==> src/rtl/vga_pkg.sv <==
// vga_pkg: screen geometry, VGA write-port widths and the fill-engine state encoding
// shared by rect_fill_engine and future drawing engines.
package vga_pkg;
   localparam int SCREEN_W    = 160;
   localparam int SCREEN_H    = 120;
   localparam int VGA_ADDR_W  = 15;
   localparam int VGA_COLOR_W = 3;
   typedef enum logic [1:0] {IDLE, SETUP, PULSE, GAP} fill_state_t;
endpackage

==> src/rtl/pixel_pacer.sv <==
// pixel_pacer: one-cycle write_enable pulse followed by GAP_CYCLES low cycles,
// strobing advance on the last gap cycle so the owner can step to the next pixel.
module pixel_pacer #(
   parameter int GAP_CYCLES = 1
) (
   input  logic clk,
   input  logic rst,
   input  logic i_pulse,
   input  logic i_gap,
   output logic o_write_enable,
   output logic o_advance
);
   localparam int W = $clog2(GAP_CYCLES + 1);
   logic [W-1:0] r_cnt;
   always_ff @(posedge clk)
      if (rst) r_cnt <= '0;
      else if (i_pulse) r_cnt <= W'(GAP_CYCLES - 1);
      else if (i_gap && r_cnt != '0) r_cnt <= r_cnt - 1'b1;
   assign o_write_enable = i_pulse;
   assign o_advance      = i_gap && r_cnt == '0;
endmodule

==> src/rtl/rect_fill_engine.sv <==
// rect_fill_engine: turns one fill-rectangle command into paced single-pixel VGA writes.
// Define RECT_CLIP_EN to clamp off-screen corners instead of dropping the command.
module rect_fill_engine
   import vga_pkg::*;
#(
   parameter int GAP_CYCLES = 1
) (
   input  logic                   clk,
   input  logic                   rst,
   input  logic                   cmd_valid,
   output logic                   cmd_ready,
   input  logic [7:0]             cmd_x0,
   input  logic [7:0]             cmd_x1,
   input  logic [6:0]             cmd_y0,
   input  logic [6:0]             cmd_y1,
   input  logic [VGA_COLOR_W-1:0] cmd_color,
   output logic                   cmd_err,
   output logic                   busy,
   output logic [VGA_ADDR_W-1:0]  data_addr,
   output logic [VGA_COLOR_W-1:0] data_in,
   output logic                   write_enable
);
   fill_state_t            r_state;
   logic                   r_ready, r_err;
   logic [7:0]             r_x, r_xmin, r_xmax;
   logic [6:0]             r_y, r_ymax;
   logic [VGA_ADDR_W-1:0]  r_row, r_addr;
   logic [VGA_COLOR_W-1:0] r_color;
   logic [7:0]             w_xlo, w_xtop, w_xhi;
   logic [6:0]             w_ylo, w_ytop, w_yhi;
   logic [VGA_ADDR_W-1:0]  w_row;
   logic                   w_drop, w_adv;

   // Raw corners sit in r_xmin/r_xmax/r_y/r_ymax until SETUP normalises them in place.
   always_comb begin
      w_xlo  = r_xmin > r_xmax ? r_xmax : r_xmin;
      w_xtop = r_xmin > r_xmax ? r_xmin : r_xmax;
      w_ylo  = r_y > r_ymax ? r_ymax : r_y;
      w_ytop = r_y > r_ymax ? r_y : r_ymax;
`ifdef RECT_CLIP_EN
      w_drop = w_xlo >= 8'(SCREEN_W) || w_ylo >= 7'(SCREEN_H);
      w_xhi  = w_xtop >= 8'(SCREEN_W) ? 8'(SCREEN_W - 1) : w_xtop;
      w_yhi  = w_ytop >= 7'(SCREEN_H) ? 7'(SCREEN_H - 1) : w_ytop;
`else
      w_drop = w_xtop >= 8'(SCREEN_W) || w_ytop >= 7'(SCREEN_H);
      w_xhi  = w_xtop;
      w_yhi  = w_ytop;
`endif
      w_row  = (VGA_ADDR_W'(w_ylo) << 7) + (VGA_ADDR_W'(w_ylo) << 5);
   end

   always_ff @(posedge clk)
      if (rst) begin
         r_state <= IDLE;
         r_ready <= 1'b0;
         r_err   <= 1'b0;
         r_x     <= '0;
         r_xmin  <= '0;
         r_xmax  <= '0;
         r_y     <= '0;
         r_ymax  <= '0;
         r_row   <= '0;
         r_addr  <= '0;
         r_color <= '0;
      end else begin
         r_err <= 1'b0;
         case (r_state)
            IDLE:
               if (cmd_valid && r_ready) begin
                  r_xmin  <= cmd_x0;
                  r_xmax  <= cmd_x1;
                  r_y     <= cmd_y0;
                  r_ymax  <= cmd_y1;
                  r_color <= cmd_color;
                  r_ready <= 1'b0;
                  r_state <= SETUP;
               end else r_ready <= 1'b1;
            SETUP: begin
               r_err   <= w_drop;
               r_ready <= w_drop;
               r_state <= w_drop ? IDLE : PULSE;
               r_xmin  <= w_xlo;
               r_xmax  <= w_xhi;
               r_x     <= w_xlo;
               r_y     <= w_ylo;
               r_ymax  <= w_yhi;
               r_row   <= w_row;
               r_addr  <= w_row + VGA_ADDR_W'(w_xlo);
            end
            PULSE: r_state <= GAP;
            GAP:
               if (w_adv) begin
                  if (r_x < r_xmax) begin
                     r_x     <= r_x + 8'd1;
                     r_addr  <= r_addr + 15'd1;
                     r_state <= PULSE;
                  end else if (r_y < r_ymax) begin
                     r_y     <= r_y + 7'd1;
                     r_x     <= r_xmin;
                     r_row   <= r_row + VGA_ADDR_W'(SCREEN_W);
                     r_addr  <= r_row + VGA_ADDR_W'(SCREEN_W) + VGA_ADDR_W'(r_xmin);
                     r_state <= PULSE;
                  end else begin
                     r_ready <= 1'b1;
                     r_state <= IDLE;
                  end
               end
            default: r_state <= IDLE;
         endcase
      end

   pixel_pacer #(.GAP_CYCLES(GAP_CYCLES)) u_pacer (
      .clk            (clk),
      .rst            (rst),
      .i_pulse        (r_state == PULSE),
      .i_gap          (r_state == GAP),
      .o_write_enable (write_enable),
      .o_advance      (w_adv)
   );

   assign cmd_ready = r_ready;
   assign cmd_err   = r_err;
   assign busy      = r_state != IDLE;
   assign data_addr = r_addr;
   assign data_in   = r_color;
endmodule

==> config.mk <==
export PLATFORM = sky130hd
export DESIGN_NAME = rect_fill_engine
export DESIGN_NICKNAME = d
export VERILOG_FILES = /design/src/rtl/vga_pkg.sv /design/src/rtl/pixel_pacer.sv /design/src/rtl/rect_fill_engine.sv
export SDC_FILE = /design/constraint.sdc
export NUM_CORES = 1
export LEC_CHECK = 0
export ABC_AREA = 0
export CORE_UTILIZATION = 50
export CTS_BUF_LIST = sky130_fd_sc_hd__clkbuf_2 sky130_fd_sc_hd__clkbuf_4 sky130_fd_sc_hd__clkbuf_8
export CTS_CLUSTER_SIZE = 28
export DETAILED_ROUTE_END_ITERATION = 7
export DONT_BUFFER_PORTS = 1
export GPL_ROUTABILITY_DRIVEN = 0
export PLACE_DENSITY = 0.71
export SETUP_SLACK_MARGIN = 0.02
export SLEW_MARGIN = 20
export SYNTH_ARGS = -nofsm -noshare
export SYNTH_HDL_FRONTEND = slang
export SYNTH_SLANG_ARGS = --single-unit
==> constraint.sdc <==
create_clock -name clk -period 4.3 [get_ports clk]
set_input_delay 0.645 -clock clk [delete_from_list [all_inputs] [get_ports clk]]
set_output_delay 0.645 -clock clk [all_outputs]
set_load 0.02 [all_outputs]
**Yosys cells after proc, flatten, opt, wreduce, memory -nomap -nowiden**

Index checks and enable logic that the tools add are counted.

- Latch bits: 0
- Input port bits: 36
- Output and inout port bits: 22
- ROM bits: 0
- Memories kept: 0
- RAM bits: 0
- Flip-flop bits (word level): 76

- Shifts and indexed selects: 0
- $mul: 0
- Eq/ne operators: 9
- Order comparisons: 6
- Reductions and logical operators: 18
- Divide/modulo/power cells: 0
- Mux-type cells: 38
- Bitwise logic cells: 2
- Add/sub/neg operators: 8

Operator list:

| operator | number |
|---|---|
| $mux 15 | 6 |
| $pmux 15 s2 | 2 |
| $mux 8 | 7 |
| $mux 7 | 7 |
| $pmux 8 s2 | 3 |
| $add 15x8->15 | 2 |
| $pmux 7 s3 | 1 |
| $add 14x12->15 | 1 |
| $add 15x1->15 const B | 1 |
| $add 15x8->15 const B | 1 |
| $pmux 7 s2 | 1 |
| $mux 2 | 5 |
| $ne 2x2->1 const B | 5 |
| $add 8x1->8 const B | 1 |
| $ge 8x8->1 const B | 1 |
| $gt 8x8->1 | 1 |
| $lt 8x8->1 | 1 |
| $pmux 2 s4 | 1 |
| $reduce_and 4->1 | 2 |
| $add 7x1->7 const B | 1 |
| $ge 7x7->1 const B | 1 |
| $gt 7x7->1 | 1 |
| $lt 7x7->1 | 1 |
| $reduce_and 2->1 | 3 |
| 15 further kinds | 25 |

**Logic depth before layout (Yosys ltp)**

Gate-level depths: netlist of the first run.

- Depth after elaboration: 6
- Mapped depth: 18
- Gate-level depth less buffers: 17

**By module**

From an unflattened synthesis of the first run, not the netlist that was laid out.

- Cells, all modules: 726
- Area total of the unflattened synthesis: 5664.2 µm²

Modules (own cells, without submodules):

| module | cells an instance | seq. area each (µm²) | area each (µm²) | instances |
|---|---|---|---|---|
| rect_fill_engine | 722 | 1401.3 | 5615.4 | 1 |
| pixel_pacer | 4 | 20.0 | 48.8 | 1 |

**Least setup slack after synthesis of the first run**

No wires, ideal clock.

- Path type: register to register
- From: register r_ymax[6]
- To: register r_addr[14], in the netlist data_addr[14]
- Clock period less this slack: 4026 ps
- Data arrival time: 3945 ps
- Slack: 274 ps
- Cell stages (with the launch flop): 18
- Library setup time: 81 ps
- Cells stage by stage: dfxtp_1 inv_1 ha_1 nand3_1 a211o_1 and2_1 buf_6 nor2_1 mux2_2 ha_1 fa_1 xnor2_1 nor3_1 nor3b_1 nand4_1 mux2i_1 nand3_1 a41oi_1

- Longest elaborated chain between the ends: 5

Ends and longest elaborated chain:

| what | RTL line | source |
|---|---|---|
| start: declaration | rect_fill_engine.sv:26 | `logic [6:0] r_y, r_ymax;` |
| start signal: assignment | rect_fill_engine.sv:73 | `r_ymax <= cmd_y1;` |
| start signal: assignment | rect_fill_engine.sv:86 | `r_ymax <= w_yhi;` |
| $gt 7x7->1 | rect_fill_engine.sv:38 | `w_ylo = r_y > r_ymax ? r_ymax : r_y;` |
| $mux 7 | rect_fill_engine.sv:38 |  |
| $add 14x12->15 | rect_fill_engine.sv:49 | `w_row = (VGA_ADDR_W'(w_ylo) << 7) + (VGA_ADDR_W'(w_ylo) << 5);` |
| $add 15x8->15 | rect_fill_engine.sv:88 | `r_addr <= w_row + VGA_ADDR_W'(w_xlo);` |
| $pmux 15 s2 | rect_fill_engine.sv:67 | `case (r_state)` |
| end signal: assignment | rect_fill_engine.sv:88 |  |
| end signal: assignment | rect_fill_engine.sv:95 | `r_addr <= r_addr + 15'd1;` |
| end signal: assignment | rect_fill_engine.sv:101 | `r_addr <= r_row + VGA_ADDR_W'(SCREEN_W) + VGA_ADDR_W'(r_xmin);` |
| end: declaration | rect_fill_engine.sv:27 | `logic [VGA_ADDR_W-1:0] r_row, r_addr;` |

Several ways; a longest one is shown, not always the timed one.
A chain may end at the register's enable or synchronous reset.

**Worst setup path after layout of the first run**

Same ends and word-level chain as after synthesis.

==> results of run 1 <==
-- flip-flops by register name, indices dropped and copies added, names as in the netlist, 3 cells and up --
signal and cells:
r_ymax 7, r_row 10, r_xmin 8, r_x 8, r_xmax 8, r_y 7
data_in 3, data_addr 15
-- what timing repair did --
item                       in CTS  in global routing
setup endpoints to repair       0                  5
setup buffers                   0                  4
resized for setup               0                  8
-- per-stage QoR --
step,area [sq um],setup slack [ns],power (uW),setup TNS (ns)
floorplan,5479,0.2744,2686,0
global placement,5640,0.3018,3228,0
detailed placement,5640,0.1627,3287,0
CTS,5891,0.09036,3987,0
global route,5951,-0.01344,4384,-0.01344
finish,5951,0.1815,4095,0
-- area by class of cell --
cell class                      count  area (sq um)  area share [%]
Clock buffer                       11         145.1           2.439
Tap cell                          136         170.2           2.860
Timing Repair Buffer               28         210.2           3.532
Sequential cell                    71          1421           23.89
Inverter                           24         90.09           1.514
Multi-Input combinational cell    567          3809           64.00
Clock inverter                      5         105.1           1.766
-- Yosys cell counts (3+ instances only) --
| library cell | instances |
|---|---|
| mux2i_1 | 5 |
| nand4b_1 | 3 |
| ha_1 | 37 |
| inv_1 | 24 |
| a21o_1 | 11 |
| nand2_1 | 89 |
| nor2b_1 | 3 |
| xnor2_1 | 24 |
| o21ai_0 | 39 |
| a311oi_1 | 15 |
| a31oi_1 | 25 |
| and4_1 | 3 |
| buf_6 | 4 |
| xor2_1 | 18 |
| nand4_1 | 8 |
| o211a_1 | 3 |
| nor4_1 | 5 |
| o221ai_1 | 6 |
| buf_2 | 4 |
| or2_2 | 4 |
| and3_1 | 14 |
| mux2_2 | 4 |
| nor3_1 | 18 |
| o2111ai_1 | 4 |
| dfxtp_1 | 71 |
| o21ai_1 | 17 |
| o21a_1 | 8 |
| clkbuf_1 | 31 |
| a211oi_1 | 4 |
| a21oi_1 | 41 |
| nand3_1 | 36 |
| or3_1 | 4 |
| nor2_1 | 47 |
| a211o_1 | 4 |
| nand2b_1 | 3 |
| a41oi_1 | 3 |
| o211ai_1 | 16 |
-- power breakdown --
group	internal [uW]	switching, uW	total, uW
Clock	408	281	689
Combinational	921	1510	2430
Sequential	784	187	971
Total	2110	1980	4090
-- worst paths after layout --
| kind | endpoint | from | slack [ns] |
|---|---|---|---|
| worst max-delay path | data_addr[14] | r_ymax[6] | 0.18 |
| worst min-delay path | r_state[0] | rst | 0.34 |
| worst max register to register | data_addr[14] | r_ymax[6] | 0.18 |
| worst min register to register | r_xmax[0] | r_xmin[0] | 0.48 |
-- cell families (layout without fill, tap and decap cells) --
group | after synthesis | after routing | synth area share (%)
flops | 71 | 71 | 25.94
compound gates | 229 | 229 | 29.19
buf+inv | 65 | 68 | 5.093
xor+xnor | 43 | 43 | 7.216
simple gates | 247 | 247 | 21.65
fa+ha+maj | 39 | 39 | 9.180
mux | 9 | 9 | 1.736
-- per-layer routing --
metal  share of wire (%)  global-route usage (%)  wire (microns)
met1                  44                   39.77            7138
met2                  44                   45.53            7080
met3                 9.1                   7.112            1474
met4                 2.9                   11.84             475
met5                   0                       0               0
==> results.toml, run 1 <==
[run_status]
status = "finished clean"

[critical_path]
end_kind = "flop"
r2r_cells = 16
path_delay_family = "simple AND/OR/NAND/NOR gates"
cp_max_fo = 4
worst_path_largest_cell_delay_ns = 0.57
critPathArrivalTime_ns = 4.41
cp_cell_sequence = "inv_1 -> ha_2 -> nand3_1 -> a211o_1 -> and2_1 -> nor2_1 -> mux2_2 -> ha_1 -> fa_2 -> o21ai_0 -> nor3_1 -> nor3b_4 -> nand4_1 -> mux2i_1 -> nand3_1 -> a41oi_1"
crit_required_ns = 4.59
start_kind = "flop"
path_depth = 16
critPathKind = "reg2reg"
slowest_stage = "fa_2"
path_buf_inv = 1
cp_common_cell = "nand3_1"

[clock_network]
hold_buffers = 0
clock_sinks = 71
cts_tree = "built"
cts.reportedPaths.clkPinSlew_ns = 0.09
root_buffer = "clkbuf_8"
clkLatencyLatePin_ns = 0.37
cts_max_level = 3
ctsLongestPathBuffers = 2
numCtsBuffers = 9

[placed_design]
dpl.hpwl_microns = 11790
port_buffers = 0
dp_cells = 822

[final_layout]
layout.cells.non_filler = 842
area_growth_pct = 8.609
antenna_cells = 0
layout-drive-gt1-share_pct = 10.76
final_util_pct = 56.88
mostFrequentLayoutCells = "nand2_1, dfxtp_1, nor2_1, a21oi_1, o21ai_0"
nNetsFinal = 776
nFillCells = 1010
layout_commonest_cell = "nand2_1"

[detailed_routing]
drc = 0
wire_per_inst_microns = 19.20
drt_iter0_drc = 488
dr_total_vias = 5518
vias_per_cell = 6.553
wl_microns = 16170
antenna_left = 0
first_pass_iters = 5

[sta]
relSlewSlack_pct = 29.82
worstMarginPinSlew_ns = 1.049
max_freq_mhz = 242.8
hold_viol_final = 0
timing.final.setup_violations = 0
whs_ns = 0.3367
clock_skew_ns = 0.01177
period_needed_ns = 4.118
period_share_pct = 95.78
drv_slew = 0

[global_routing]
grt_max_degree = 41
grt_use_total_pct = 29.62
antenna_found_initial = 0
grt_pass1_vias = 5303
grt_pass1_wl_microns = 26700
grt-ovfl-total = 0

[worst_hold_path]
holdPathStages = 1
hp-class = "in2reg"

[synthesis]
synth_nets = 778
yosys_warnings = 0
synth_cell_types = 76
syn_area_sq_um = 5479
yosysSeqAreaShare_pct = 25.94
synthTopCellsByArea = "dfxtp_1, ha_1, nand2_1"
netlist.area_leader.share_pct = 25.94
synth-seq-cells = 71
syn_avg_cell_area_sq_um = 7.794
synth_edf_count = 0
synthArstFlopShare_pct = 0
netlist_instances = 703
yosys.area.top_type = "dfxtp_1"
synth_top_flop_cell = "dfxtp_1"

[pwr]
power_density_nw_per_um2 = 688.1
peakVddDrop_mv = 0.3796
p_leak_uw = 0.002333

[floorplan]
ioPinCount = 58
rows = 37
die_w_microns = 106.7
die_h_microns = 106.7
die_area_sq_um = 11380
initial_core_util_pct = 52.37
core-area_sq_um = 10460

[run]
cap_violations = 0
Note: power is estimated with default switching activity, not from simulation.
==> inputs of run 2 (changes only) <==
--- a/config.mk
+++ b/config.mk
@@ -6,13 +6,14 @@
 export NUM_CORES = 1
 export LEC_CHECK = 0
 export ABC_AREA = 0
-export CORE_UTILIZATION = 50
+export CORE_ASPECT_RATIO = 0.9
+export CORE_UTILIZATION = 40
 export CTS_BUF_LIST = sky130_fd_sc_hd__clkbuf_2 sky130_fd_sc_hd__clkbuf_4 sky130_fd_sc_hd__clkbuf_8
 export CTS_CLUSTER_SIZE = 28
 export DETAILED_ROUTE_END_ITERATION = 7
 export DONT_BUFFER_PORTS = 1
 export GPL_ROUTABILITY_DRIVEN = 0
-export PLACE_DENSITY = 0.71
+export PLACE_DENSITY = 0.59
 export SETUP_SLACK_MARGIN = 0.02
 export SLEW_MARGIN = 20
 export SYNTH_ARGS = -nofsm -noshare
==> run 2 against run 1 <==
Compared with the run above:
- via count down 2.1%
- sequential share of layout area down 0.060 points
- clock power up 1%
- register-to-register slack better by 0.10 ns
- critical path depth down 1
- count of clock-buffer cells in the layout unchanged
- core utilization down 12 points
- setup slack better by 0.10 ns
- critical path type unchanged
- highest routed layer unchanged
- sequential cell count unchanged
- final cell count up 3.3%
- routed wire length up 2.5%
- global-route usage down 5.5 points
==> results.toml, run 2 (same netlist as run 1, synthesis figures left out) <==
[run_status]
status = "finished clean"

[floorplan]
initial_core_util_pct = 41.00
die_area_sq_um = 14170
rows = 40
ioPinCount = 58
die_w_microns = 125.4
core-area_sq_um = 13360
die_h_microns = 113.0

[critical_path]
r2r_end = "data_addr[13]"
rrSetupSlack_ns = 0.28
cp_max_fo = 4
start_kind = "flop"
end_kind = "flop"
crit_required_ns = 4.59
critPathArrivalTime_ns = 4.31
r2r_cells = 15
critPathKind = "reg2reg"
r2r-start = "r_ymax[6]"

[detailed_routing]
drt_iter0_drc = 390
wire_per_inst_microns = 19.05
antenna_left = 0
vias_per_cell = 6.211
wl_microns = 16570
drc = 0
dr_total_vias = 5404
first_pass_iters = 6

[global_routing]
met3_usage_pct = 5.248
grt_use_total_pct = 24.10
grt_max_degree = 41
antenna_found_initial = 0
grt_use_met2_pct = 36.13
grt-ovfl-total = 0
use_met1_pct = 34.56
grt_pass1_wl_microns = 27210
busiest_layer = "met2"
grt_pass1_vias = 5128

[sta]
period_share_pct = 93.38
clock_skew_ns = 0.01040
relSlewSlack_pct = 28.15
hold_viol_final = 0
worstMarginPinSlew_ns = 1.074
drv_slew = 0
setup-tns-final_ns = 0
timing.final.setup_violations = 0
max_freq_mhz = 249.1
period_needed_ns = 4.015
rsz0062_at_grt = "no"
setup_ws_ns = 0.2848

[worst_hold_path]
hp-start = "rst"
hp-class = "in2reg"
whs_endpoint = "r_row[7]"
holdPathStages = 1

[pwr]
power_density_nw_per_um2 = 681.2
totalPowerFinal_uw = 4064
peakVddDrop_mv = 0.3533
p_leak_uw = 0.002328

[clock_network]
cts_max_level = 3
cts.reportedPaths.clkPinSlew_ns = 0.09
numCtsBuffers = 9
clkLatencyLatePin_ns = 0.36
root_buffer = "clkbuf_8"
hold_buffers = 0
cts_tree = "built"
clock_sinks = 71
ctsLongestPathBuffers = 2

[final_layout]
largest_reg_flops = 15
layout-drive-gt1-share_pct = 10.40
nNetsFinal = 772
antenna_cells = 0
mostFrequentLayoutCells = "nand2_1, dfxtp_1, nor2_1, a21oi_1, o21ai_0"
area_growth_pct = 8.883
layout_commonest_cell = "nand2_1"

[placed_design]
port_buffers = 0
preCtsSetupSlack_ns = 0.1953
dpl.hpwl_microns = 12000

[run]
cap_violations = 0
## run 2: worst max-delay path, stage by stage (launching register included)
cell and delay (ns):
dfxtp_1 0.36, inv_1 0.08, ha_1 0.38, nand3_1 0.16, a211o_1 0.35, and2_1 0.19
nor2_1 0.14, mux2_2 0.39, ha_1 0.22, fa_1 0.41, a21o_1 0.19, a21oi_2 0.21
o21bai_1 0.15, a21o_2 0.27, a2111o_1 0.38, o211ai_2 0.06
## run 2: where the power goes
part           leakage, uW  internal [uW]  switching [uW]
Combinational      0.00162            901            1500
Clock             0.000130            417             281
Sequential        0.000581            783             184
Total              0.00233           2100            1960
## run 2: how the worst max path moves through the flow
stage,slack [ns],start,cells after the start,endpoint
after floorplan,0.27,r_ymax[6],17,data_addr[14]
after global placement,0.29,r_ymax[6],16,data_addr[14]
after detailed placement,0.20,r_ymax[6],16,data_addr[14]
after CTS,0.18,r_ymax[6],16,data_addr[14]
after global routing,0.05,r_ymax[6],17,data_addr[14]
final,0.28,r_ymax[6],15,data_addr[13]
## run 2: metrics by stage
| stage | utilization (%) | cell area [sq um] | hold WS, ns | cells |
|---|---|---|---|---|
| after global placement | 42.51 | 5680 | 0.4548 | 854 |
| final | 44.64 | 5966 | 0.3519 | 870 |
| after floorplan | - | 5479 | 0.4487 | 703 |
| after global routing | 44.64 | 5966 | 0.3302 | 870 |
| after CTS | 44.42 | 5936 | 0.3262 | 870 |
| after detailed placement | 42.51 | 5680 | 0.4745 | 854 |
## run 2: repair_timing
| action | 4_1_cts | 5_1_grt |
|---|---|---|
| buffers inserted | 0 | 0 |
| endpoints found under the setup margin | 0 | 4 |
| gates resized for setup | 0 | 6 |
## run 2: layout make-up
cell class | instances | area (sq um)
flip-flops and latches | 71 | 1421
clock buffers | 11 | 151.4
clock inverters | 5 | 103.9
well taps | 168 | 210.2
multi-input cells | 567 | 3809
repair buffers | 24 | 180.2
inverters | 24 | 90.09
fillers | 1318 | 7397
## run 2: routing by layer
metal  routed length [microns]  up-vias
met2                      7078      199
met1                      7944     2587
met3                      1308       22
met5                         0        -
met4                       241        0
li1                          -     2596
==> inputs of run 3 (changes only) <==
--- a/config.mk
+++ b/config.mk
@@ -15,7 +15,6 @@
 export GPL_ROUTABILITY_DRIVEN = 0
 export PLACE_DENSITY = 0.59
 export SETUP_SLACK_MARGIN = 0.02
-export SLEW_MARGIN = 20
 export SYNTH_ARGS = -nofsm -noshare
 export SYNTH_HDL_FRONTEND = slang
 export SYNTH_SLANG_ARGS = --single-unit
==> results of run 3 <==
Same layout as run 2: the final DEF is identical, and so are final timing and power.
